==> config.mk <==
export PLATFORM = sky130hd
export DESIGN_NAME = avg_dlist_writer
export DESIGN_NICKNAME = d
export VERILOG_FILES = /design/src/rtl/avg_enc_pkg.sv /design/src/rtl/avg_word_encoder.sv /design/src/rtl/avg_dlist_writer.sv
export VERILOG_INCLUDE_DIRS = /design/src /design/src/rtl
export SDC_FILE = /design/constraint.sdc
export NUM_CORES = 1
export LEC_CHECK = 0
export CORE_UTILIZATION = 40
export DETAILED_ROUTE_END_ITERATION = 12
export HOLD_SLACK_MARGIN = 0.15
export PLACE_DENSITY = 0.72
export SKIP_CTS_REPAIR_TIMING = 1
export SLEW_MARGIN = 40
export SYNTH_ARGS = -nofsm -noshare
export SYNTH_HDL_FRONTEND = slang
export SYNTH_SLANG_ARGS = --single-unit
==> constraint.sdc <==
create_clock -name clk -period 2.2 [get_ports clk]
set_clock_uncertainty 0.05 [all_clocks]
set_input_delay 0.33 -clock clk [delete_from_list [all_inputs] [get_ports clk]]
set_output_delay 0.33 -clock clk [all_outputs]
set_load 0.02 [all_outputs]
==> src/rtl/avg_defines.vh <==
// avg_defines.vh
// AVG instruction opcodes, found in bits [7:5] of every instruction word.
// Shared by the display-list encoder (producer) and the AVG decoder (consumer).
`ifndef AVG_DEFINES_VH
`define AVG_DEFINES_VH

`define AVG_OP_VCTR  3'd0
`define AVG_OP_HALT  3'd1
`define AVG_OP_SVEC  3'd2
`define AVG_OP_STORE 3'd3
`define AVG_OP_CNTR  3'd4
`define AVG_OP_JSR   3'd5
`define AVG_OP_RTS   3'd6
`define AVG_OP_JMP   3'd7

`endif

==> src/rtl/avg_enc_pkg.sv <==
// avg_enc_pkg
// Shared types and word-layout constants for the AVG display-list writer.
//   cmd_kind_t  : decoded drawing command kind presented by the game engine
//   wr_state_t  : writer FSM state
//   field consts: fixed filler/tag fields of the encoded AVG words
package avg_enc_pkg;

   typedef enum logic [2:0] {
      CK_VEC  = 3'd0,
      CK_CNTR = 3'd1,
      CK_STAT = 3'd2,
      CK_SCAL = 3'd3,
      CK_JMP  = 3'd4,
      CK_JSR  = 3'd5,
      CK_RTS  = 3'd6,
      CK_EOF  = 3'd7
   } cmd_kind_t;

   typedef enum logic [1:0] {
      ST_IDLE      = 2'd0,
      ST_WR1       = 2'd1,
      ST_WAIT_SWAP = 2'd2
   } wr_state_t;

   // STAT: 4 zero bits between intensity and opcode, bit 4 clear selects STAT
   localparam logic [3:0] STAT_PAD     = 4'h0;
   localparam logic       STAT_TAG     = 1'b0;
   // SCAL: bits [4:3] = 2'b10 select the scale register
   localparam logic [1:0] SCAL_TAG     = 2'b10;
   // Operand-free instructions (CNTR, RTS, HALT)
   localparam logic [7:0] OPERAND_NONE = 8'h00;
   localparam logic [4:0] LOW_NONE     = 5'h00;

   // Words emitted per command
   localparam logic [1:0] NW_ONE       = 2'd1;
   localparam logic [1:0] NW_TWO       = 2'd2;

endpackage

==> src/rtl/avg_word_encoder.sv <==
// avg_word_encoder
// Combinational translation of one decoded drawing command into AVG
// instruction words.
//   kind   in  : command kind
//   dx, dy in  : 13-bit raw vector deltas
//   z      in  : intensity (VEC uses [2:0], STAT uses all four bits)
//   color  in  : STAT colour
//   lin    in  : SCAL linear scale
//   bin    in  : SCAL binary scale
//   addr   in  : JMP/JSR absolute word address
//   w0     out : first (or only) word
//   w1     out : second VCTR word, zero otherwise
//   nwords out : 1 or 2
// Build option: AVG_ENC_SVEC_EN -- when defined, vectors whose deltas both
// fit in 5 bits are emitted as a single SVEC word instead of a 2-word VCTR.
`include "avg_defines.vh"

module avg_word_encoder
   import avg_enc_pkg::*;
(
   input  cmd_kind_t   kind,
   input  logic [12:0] dx,
   input  logic [12:0] dy,
   input  logic [3:0]  z,
   input  logic [3:0]  color,
   input  logic [7:0]  lin,
   input  logic [2:0]  bin,
   input  logic [11:0] addr,
   output logic [15:0] w0,
   output logic [15:0] w1,
   output logic [1:0]  nwords
);

   logic compact;

`ifdef AVG_ENC_SVEC_EN
   // Upper delta bits all clear: the vector is representable as SVEC
   assign compact = (dx[12:5] == 8'h00) && (dy[12:5] == 8'h00);
`else
   assign compact = 1'b0;
`endif

   always_comb begin
      w0     = 16'h0000;
      w1     = 16'h0000;
      nwords = NW_ONE;
      case (kind)
         CK_VEC: begin
            if (compact) begin
               w0 = {z[2:0], dx[4:0], `AVG_OP_SVEC, dy[4:0]};
            end else begin
               w0     = {dy[7:0], `AVG_OP_VCTR, dy[12:8]};
               w1     = {z[2:0], dx[12:8], dx[7:0]};
               nwords = NW_TWO;
            end
         end
         CK_CNTR: w0 = {OPERAND_NONE, `AVG_OP_CNTR, LOW_NONE};
         CK_STAT: w0 = {z[3:0], STAT_PAD, `AVG_OP_STORE, STAT_TAG, color[3:0]};
         CK_SCAL: w0 = {lin[7:0], `AVG_OP_STORE, SCAL_TAG, bin[2:0]};
         CK_JMP:  w0 = {addr[7:0], `AVG_OP_JMP, 1'b0, addr[11:8]};
         CK_JSR:  w0 = {addr[7:0], `AVG_OP_JSR, 1'b0, addr[11:8]};
         CK_RTS:  w0 = {OPERAND_NONE, `AVG_OP_RTS, LOW_NONE};
         CK_EOF:  w0 = {OPERAND_NONE, `AVG_OP_HALT, LOW_NONE};
         default: w0 = 16'h0000;
      endcase
   end

endmodule

==> src/rtl/avg_dlist_writer.sv <==
// avg_dlist_writer
// Display-list writer: accepts decoded drawing commands over valid/ready,
// encodes them into AVG words and writes them into the back half of a
// double-buffered vector RAM. An end-of-frame command appends HALT and,
// once the AVG reports it has halted, swaps front and back halves.
//   BUF_WORDS   : words per buffer half (power of two, 2*BUF_WORDS <= 4096)
//   clk, rst_n  : clock, asynchronous active-low reset
//   cmd_*       : command handshake and fields
//   avg_halted  : AVG is stopped on HALT (level)
//   vram_*      : registered RAM write port
//   front_buf   : half currently executed by the AVG
//   swap_pulse  : one-cycle pulse at the buffer swap
//   overflow    : sticky, a command was dropped this frame
//   words_used  : write pointer within the back buffer
// Build option: AVG_ENC_SVEC_EN (short-vector compaction in the encoder).
module avg_dlist_writer
   import avg_enc_pkg::*;
#(
   parameter int BUF_WORDS = 2048
) (
   input  logic                        clk,
   input  logic                        rst_n,
   input  logic                        cmd_valid,
   output logic                        cmd_ready,
   input  cmd_kind_t                   cmd_kind,
   input  logic [12:0]                 cmd_dx,
   input  logic [12:0]                 cmd_dy,
   input  logic [3:0]                  cmd_z,
   input  logic [3:0]                  cmd_color,
   input  logic [7:0]                  cmd_lin,
   input  logic [2:0]                  cmd_bin,
   input  logic [11:0]                 cmd_addr,
   input  logic                        avg_halted,
   output logic                        vram_we,
   output logic [11:0]                 vram_addr,
   output logic [15:0]                 vram_wdata,
   output logic                        front_buf,
   output logic                        swap_pulse,
   output logic                        overflow,
   output logic [$clog2(BUF_WORDS):0]  words_used
);

   localparam int PW = $clog2(BUF_WORDS) + 1;
   // Highest pointer value a non-EOF command may reach; the final word of
   // each half is kept free so HALT always fits.
   localparam logic [PW:0] LIMIT = (PW+1)'(BUF_WORDS - 1);

   wr_state_t    state_q,      state_d;
   logic         cmd_ready_q,  cmd_ready_d;
   logic         vram_we_q,    vram_we_d;
   logic [11:0]  vram_addr_q,  vram_addr_d;
   logic [15:0]  vram_wdata_q, vram_wdata_d;
   logic         front_buf_q,  front_buf_d;
   logic         swap_pulse_q, swap_pulse_d;
   logic         overflow_q,   overflow_d;
   logic [PW-1:0] used_q,      used_d;
   logic [15:0]  w1_q,         w1_d;

   logic [15:0]  enc_w0;
   logic [15:0]  enc_w1;
   logic [1:0]   enc_nwords;
   logic         accept;
   logic         fits;
   logic [PW:0]  need_sum;
   logic [11:0]  base_addr;
   logic [11:0]  wr_addr;

   avg_word_encoder u_enc (
      .kind   (cmd_kind),
      .dx     (cmd_dx),
      .dy     (cmd_dy),
      .z      (cmd_z),
      .color  (cmd_color),
      .lin    (cmd_lin),
      .bin    (cmd_bin),
      .addr   (cmd_addr),
      .w0     (enc_w0),
      .w1     (enc_w1),
      .nwords (enc_nwords)
   );

   assign accept    = cmd_valid && cmd_ready_q;
   // Back buffer is the half the AVG is not executing
   assign base_addr = front_buf_q ? 12'd0 : 12'(BUF_WORDS);
   assign wr_addr   = base_addr + 12'(used_q);
   assign need_sum  = {1'b0, used_q} + (PW+1)'(enc_nwords);
   assign fits      = (need_sum <= LIMIT);

   always_comb begin
      state_d      = state_q;
      cmd_ready_d  = cmd_ready_q;
      vram_we_d    = 1'b0;
      vram_addr_d  = vram_addr_q;
      vram_wdata_d = vram_wdata_q;
      front_buf_d  = front_buf_q;
      swap_pulse_d = 1'b0;
      overflow_d   = overflow_q;
      used_d       = used_q;
      w1_d         = w1_q;

      case (state_q)
         ST_IDLE: begin
            if (accept) begin
               if (cmd_kind == CK_EOF) begin
                  // HALT always has room thanks to the reserved last word
                  vram_we_d    = 1'b1;
                  vram_addr_d  = wr_addr;
                  vram_wdata_d = enc_w0;
                  used_d       = used_q + 1'b1;
                  state_d      = ST_WAIT_SWAP;
                  cmd_ready_d  = 1'b0;
               end else if (fits) begin
                  vram_we_d    = 1'b1;
                  vram_addr_d  = wr_addr;
                  vram_wdata_d = enc_w0;
                  used_d       = used_q + 1'b1;
                  if (enc_nwords == NW_TWO) begin
                     // Park the second VCTR word; it goes out next cycle
                     w1_d        = enc_w1;
                     state_d     = ST_WR1;
                     cmd_ready_d = 1'b0;
                  end
               end else begin
                  // Handshake still completes; the command is discarded
                  overflow_d = 1'b1;
               end
            end
         end
         ST_WR1: begin
            vram_we_d    = 1'b1;
            vram_addr_d  = wr_addr;
            vram_wdata_d = w1_q;
            used_d       = used_q + 1'b1;
            state_d      = ST_IDLE;
            cmd_ready_d  = 1'b1;
         end
         ST_WAIT_SWAP: begin
            if (avg_halted) begin
               front_buf_d  = ~front_buf_q;
               swap_pulse_d = 1'b1;
               used_d       = '0;
               overflow_d   = 1'b0;
               state_d      = ST_IDLE;
               cmd_ready_d  = 1'b1;
            end
         end
         default: begin
            state_d     = ST_IDLE;
            cmd_ready_d = 1'b1;
         end
      endcase
   end

   always_ff @(posedge clk or negedge rst_n) begin
      if (!rst_n) begin
         state_q      <= ST_IDLE;
         cmd_ready_q  <= 1'b1;
         vram_we_q    <= 1'b0;
         vram_addr_q  <= 12'd0;
         vram_wdata_q <= 16'h0000;
         front_buf_q  <= 1'b0;
         swap_pulse_q <= 1'b0;
         overflow_q   <= 1'b0;
         used_q       <= '0;
         w1_q         <= 16'h0000;
      end else begin
         state_q      <= state_d;
         cmd_ready_q  <= cmd_ready_d;
         vram_we_q    <= vram_we_d;
         vram_addr_q  <= vram_addr_d;
         vram_wdata_q <= vram_wdata_d;
         front_buf_q  <= front_buf_d;
         swap_pulse_q <= swap_pulse_d;
         overflow_q   <= overflow_d;
         used_q       <= used_d;
         w1_q         <= w1_d;
      end
   end

   assign cmd_ready  = cmd_ready_q;
   assign vram_we    = vram_we_q;
   assign vram_addr  = vram_addr_q;
   assign vram_wdata = vram_wdata_q;
   assign front_buf  = front_buf_q;
   assign swap_pulse = swap_pulse_q;
   assign overflow   = overflow_q;
   assign words_used = used_q;

endmodule
# After elaboration in Yosys (flattened, before gate mapping)
# Cells that the tools add are included.
[classes] n_addsub=3 order_cmp=1 eq_ne=16 n_mux=40 bitwise_logic=2 reduce_logical=12
[op_table] op="one-hot mux 16 bit (8 select lines)" n=1
[op_table] op="2-to-1 mux 12 bit" n=8
[op_table] op="2-to-1 mux 16 bit" n=4
[op_table] op="one-hot mux 12 bit (3 select lines)" n=1
[op_table] op="one-hot mux 16 bit (2 select lines)" n=1
[op_table] op="one-hot mux 12 bit (2 select lines)" n=1
[op_table] op="2-to-1 mux 1 bit" n=14
[op_table] op="adder 12 x 2 -> 13 bit" n=1
[op_table] op="less-or-equal comparator 13 x 11 -> 1 bit, second input constant" n=1
[op_table] op="adder 12 x 1 -> 12 bit, second input constant" n=1
[op_table] op="adder 12 bit" n=1
[op_table] op="equality test 3 bit, second input constant" n=4
[op_table] op="2-to-1 mux 2 bit" n=6
[op_table] op="AND reduction 5 bit" n=2
[op_table] op="inequality test 2 bit, second input constant" n=4
[op_table] op="AND reduction 4 bit" n=2
[op_table] op="equality test 3 x 2 -> 1 bit, second input constant" n=2
[op_table] op="inequality test 3 bit, second input constant" n=2
[op_table] op="one-hot mux 1 bit (2 select lines)" n=3
[op_table] op="equality test 2 bit, second input constant" n=2
[op_table] op="one-hot mux 2 bit (2 select lines)" n=1
[op_table] op="nonzero test 2 bit" n=2
[op_table] op="equality test 3 x 1 -> 1 bit, second input constant" n=1
[op_table] op="zero test 3 bit" n=1
[op_table] op="other kinds (7)" n=8
[word_totals] reg_bits=63 out_inout_bits=45

# Depth between registers and ports, before layout
[depth] ltp_word=8 ltp_mapped=13 ltp_nobuf=10

# By module
# From an unflattened synthesis, not the netlist that was laid out.
[hier_totals] cells_unflattened=351 area_unflattened_um2=3793.6
[by_module_without_submodules] module="avg_dlist_writer" instances=1 cells_per_inst=269 area_per_inst_um2=3261.9
[by_module_without_submodules] module="avg_word_encoder" instances=1 cells_per_inst=82 area_per_inst_um2=531.8

# Worst setup path after synthesis
# OpenSTA, ideal clock, no wires.
[synth_timing] path_type="input port to flip-flop" from="input cmd_kind[1]" to="register vram_addr_q[10] (netlist: vram_addr[10])" arrival_time_ns=2.902 t_required_ns=2.025 setup_slack_ns=-0.877 stages=12 path_cell_list="clkbuf_1 -> nor3_1 -> clkinv_1 -> ha_1 -> inv_1 -> fa_1 -> nand3_1 -> nor4_4 -> nor3_4 -> a21oi_4 -> buf_6 -> mux2_4"
[synth_between] elab_chain_len=6
[synth_lines] element="start, declared" line_no="avg_dlist_writer.sv:25" source="input cmd_kind_t cmd_kind,"
[synth_lines] element="zero test 3 bit" line_no="avg_word_encoder.sv:47" source="case (kind)"
[synth_lines] element="2-to-1 mux 2 bit" line_no="avg_word_encoder.sv:47"
[synth_lines] element="adder 12 x 2 -> 13 bit" line_no="avg_dlist_writer.sv:86" source="assign need_sum = {1'b0, used_q} + (PW+1)'(enc_nwords);"
[synth_lines] element="less-or-equal comparator 13 x 11 -> 1 bit" line_no="avg_dlist_writer.sv:87" source="assign fits = (need_sum <= LIMIT);"
[synth_lines] element="inequality test 3 bit (no source line)"
[synth_lines] element="AND reduction 3 bit (no source line)"
[synth_lines] element="end signal, assigned" line_no="avg_dlist_writer.sv:170" source="vram_addr_q <= vram_addr_d;"
[synth_lines] element="end, declared" line_no="avg_dlist_writer.sv:51" source="logic [11:0] vram_addr_q, vram_addr_d;"
# Several ways; a longest one is shown, not always the timed one. The select of a mux whose other input is x is not followed.
# A chain may end at the register's enable or synchronous reset.

# Worst setup path in the final report
[layout_timing] from="register used_q[1] (netlist: words_used[1])" to="register vram_wdata_q[8] (netlist: vram_wdata[8])"
[layout_between] elab_chain_len=4
[layout_lines] element="start, declared" line_no="avg_dlist_writer.sv:56" source="logic [PW-1:0] used_q, used_d;"
[layout_lines] element="start signal, assigned" line_no="avg_dlist_writer.sv:175" source="used_q <= used_d;"
[layout_lines] element="adder 12 x 2 -> 13 bit" line_no="avg_dlist_writer.sv:86"
[layout_lines] element="less-or-equal comparator 13 x 11 -> 1 bit" line_no="avg_dlist_writer.sv:87"
[layout_lines] element="inequality test 3 bit (no source line)"
[layout_lines] element="AND reduction 3 bit (no source line)"
[layout_lines] element="end signal, assigned" line_no="avg_dlist_writer.sv:171" source="vram_wdata_q <= vram_wdata_d;"
[layout_lines] element="end, declared" line_no="avg_dlist_writer.sv:52" source="logic [15:0] vram_wdata_q, vram_wdata_d;"
# No other way between the ends.

==> results by group <==
Layout
  • Final Net Count: 565
  • ANT cells: 0
  • Area Growth Syn to Fin: 51.4%
  • Fillcell total: 698
  • Layout cells sized above 1: 30.1%
  • Finished Cell Area: 0.00560 mm²

Status
  • Status: complete, but fails checks
  • Failing checks: design-rule violations, negative setup slack

Place
  • Placer Congestion: 0.882
  • Post-DP HPWL: 7230 µm
  • IO Port Bufs: 108
  • Setup WS pre-CTS: -0.980 ns
  • Placed cell area: 0.00512 mm²

Pwr
  • Pwr dens: 1240 mW/mm²
  • Total power: 6.96 mW
  • LEAKAGE: 2.45 nW
  • VDD IR max: 0.000506 V

Clock tree
  • Worst-Skew Late Latency: 0.34 ns
  • CTS H-Tree Depth: 3
  • Clock Sink Count: 63
  • Worst-path clk slew: 0.08 ns
  • Clock Tree Root: clkbuf_8
  • CTS tree: done
  • CTS max path bufs: 2
  • Total CTS buffers: 9

Synth
  • Post-synth EDFFs: 0
  • Async set-reset flop share out of synthesis: 100%
  • Compound-Gate Fraction of Synth Area: 15.6%
  • Register area share after synthesis: 42.6%
  • Ys Warns: 0
  • Post-synth top flop: dfrtp_1
  • Top cell type's share of synthesized area: 41.9%
  • XOR/XNOR Fraction of Synth Area: 0.473%
  • Mux share of post-synthesis cell area: 17.2%
  • Synthesized area per cell: 10.7 µm²
  • Most numerous cell in the Yosys netlist: dfrtp_1
  • Syn Nets: 418
  • Biggest area consumer among synthesized cells: dfrtp_1
  • Largest family of logic cells by synthesized area: multiplexers
  • Top cells by area, synth: dfrtp_1 (42%), mux2_4 (12%), mux2_2 (4.9%)
  • Post-Synth Adder-Cell Area: 2.57%
  • Netlist cell types: 58
  • Simple-gate area share of the yosys netlist: 15.2%
  • Cell Area, Synth: 0.00370 mm²
  • Post-Synthesis Cells: 347
  • Yosys reg bits: 63
  • Commonest cells in the netlist: dfrtp_1 (62), mux2_4 (29), nand2_1 (25)

Worst setup path
  • RR Endpoint: vram_wdata[8]
  • CP peak stage delay: 0.48 ns
  • Setup crit start kind: register
  • CP arrival: 2.62 ns
  • Max Fanout on Critical Path: 11
  • Worst Path Required: 2.37 ns
  • CP Capture Type: register
  • Worst-path cell chain: ha_4 -> a21oi_2 -> o41a_1 -> buf_4 -> nor3_4 -> a21oi_4 -> clkbuf_16 -> mux2_4
  • R2r startpoint: words_used[1]
  • Critical path type: register to register
  • Worst R2R Path Depth: 8
  • Reg2Reg Setup Slack: -0.25 ns
  • Critical-path top delay cell: o41a_1

Routing
  • Via-to-Cell Ratio: 5.36
  • Final wirelength: 11000 µm
  • Drt pass-1 iters: 10
  • Drt drc: 5
  • Post-DRT Antenna Nets: 0
  • Initial DRC Count: 176
  • Routed WL per cell: 18.1 µm
  • Vias: 3249

STA
  • Hold_ws: 0.459 ns
  • Endpoints failing setup: 54
  • RSZ-0062 raised after global routing: yes
  • Fin. Hold Viols: 0
  • Minimum clock period: 2.45 ns
  • Worst slew pin tran: 0.390 ns
  • Setup TNS: -8.48 ns
  • Fmax: 0.409 GHz
  • Final period util: 111%
  • Fin worst setup slack: -0.245 ns
  • Pins over their slew limit: 0
  • Slew HR: 73.9%

Global routing
  • Total grt overflow: 0
  • Antenna violations before repair: 0
  • Global-route wire length before repair: 16000 µm
  • Largest net degree at the start of global routing: 64
  • GRT Overall Usage: 21.2%
  • Vias in the first global route: 3145

Floorplanning
  • Die height: 98.2 µm
  • DIE WIDTH: 98.2 µm
  • Ports: 109
  • CORE AREA: 0.00885 mm²
  • Rows: 34
  • Initial Util: 41.8%
  • Die area: 0.00964 mm²

Min path
  • Hold WC Path Type: register to register
  • Worst Hold Endpoint: w1_q[4]
  • Hold path depth: 1
  • HP Start: w1_q[4]

Job
  • Max_cap viols: 0
==> state kept, by name, summed over array words and instances (netlist names), 2 cells and up <==
name        flops
vram_wdata     16
w1_q           16
vram_addr      12
words_used     12
state_q         2
==> routing by layer <==
layer | vias to the layer above | global-route usage, % | share of wire [%]
met5 | - | 0 | 0
met4 | 0 | 8.96 | 2.2
met3 | 18 | 4.22 | 5.6
met2 | 105 | 33.3 | 49
met1 | 1584 | 28.6 | 44
li1 | 1542 | - | -
==> per-stage QoR <==
stage          utilization (%)  std cells
3_3_place_gp              57.9        576
3_5_place_dp              57.9        576
4_1_cts                   60.1        591
6_report                  63.3        606
5_1_grt                   63.3        606
2_1_floorplan                -        347
==> critical path: cells and delay by family, from the launching register on <==
kind / cells / cell delay [ns]
and+or+nand+nor: 1 / 0.25
buffers and inverters: 2 / 0.39
muxes: 1 / 0.30
DFF: 1 / 0.43
AOI/OAI and AO/OA: 3 / 0.63
adders and majority gates: 1 / 0.29
==> cells in the final DEF, fill, tap and decap left out, types with 6 or more instances in the layout <==
master           count
a21oi_1             19
a22o_1              13
buf_4               49
buf_6                6
clkbuf_8            11
clkdlybuf4s50_1    104
dfrtp_1             62
inv_1                8
mux2_2              13
mux2_4              32
nand2_1             24
nand3_1              8
nor2_1              24
nor2b_1             11
o21ai_0             10
o22ai_1              7
==> worst max-delay path by stage <==
| stage | from | endpoint | slack (ns) | cells after the start |
|---|---|---|---|---|
| floorplan | cmd_kind[1] | vram_addr[10] | -0.65 | 12 |
| global placement | cmd_kind[2] | vram_wdata[11] | -0.90 | 12 |
| detailed placement | cmd_kind[2] | vram_wdata[12] | -0.98 | 12 |
| CTS | cmd_kind[2] | vram_wdata[12] | -0.64 | 12 |
| global route | words_used[1] | vram_wdata[5] | -0.32 | 8 |
| finish | words_used[1] | vram_wdata[8] | -0.25 | 8 |
==> cell type report <==
class	count	area (µm²)	share of cell area (%)
clock buffer	12	155	2.77
clock inverter	3	42.5	0.760
inverter	11	42.5	0.760
multi-input combinational	241	2020	36.0
sequential	63	1580	28.2
tap	108	135	2.41
timing repair buffer	168	1630	29.1
==> report_power, final <==
group	internal [mW]	switching, mW	leakage [nW]
Sequential	1.63	0.299	0.741
Clock	0.578	0.466	0.0985
Combinational	2.15	1.83	1.61
Total	4.36	2.59	2.45
==> kinds of logic (layout without fill, tap and decap cells) <==
| kind of cell | count (synthesis) | in the layout |
|---|---|---|
| adders and majority gates | 7 | 7 |
| buffers and inverters | 43 | 194 |
| muxes | 47 | 47 |
| AOI/OAI and AO/OA | 80 | 80 |
| DFF | 63 | 63 |
| xor gates and xnor gates | 2 | 2 |
| and+or+nand+nor | 105 | 105 |
Note: power is estimated with default switching activity, not from simulation.
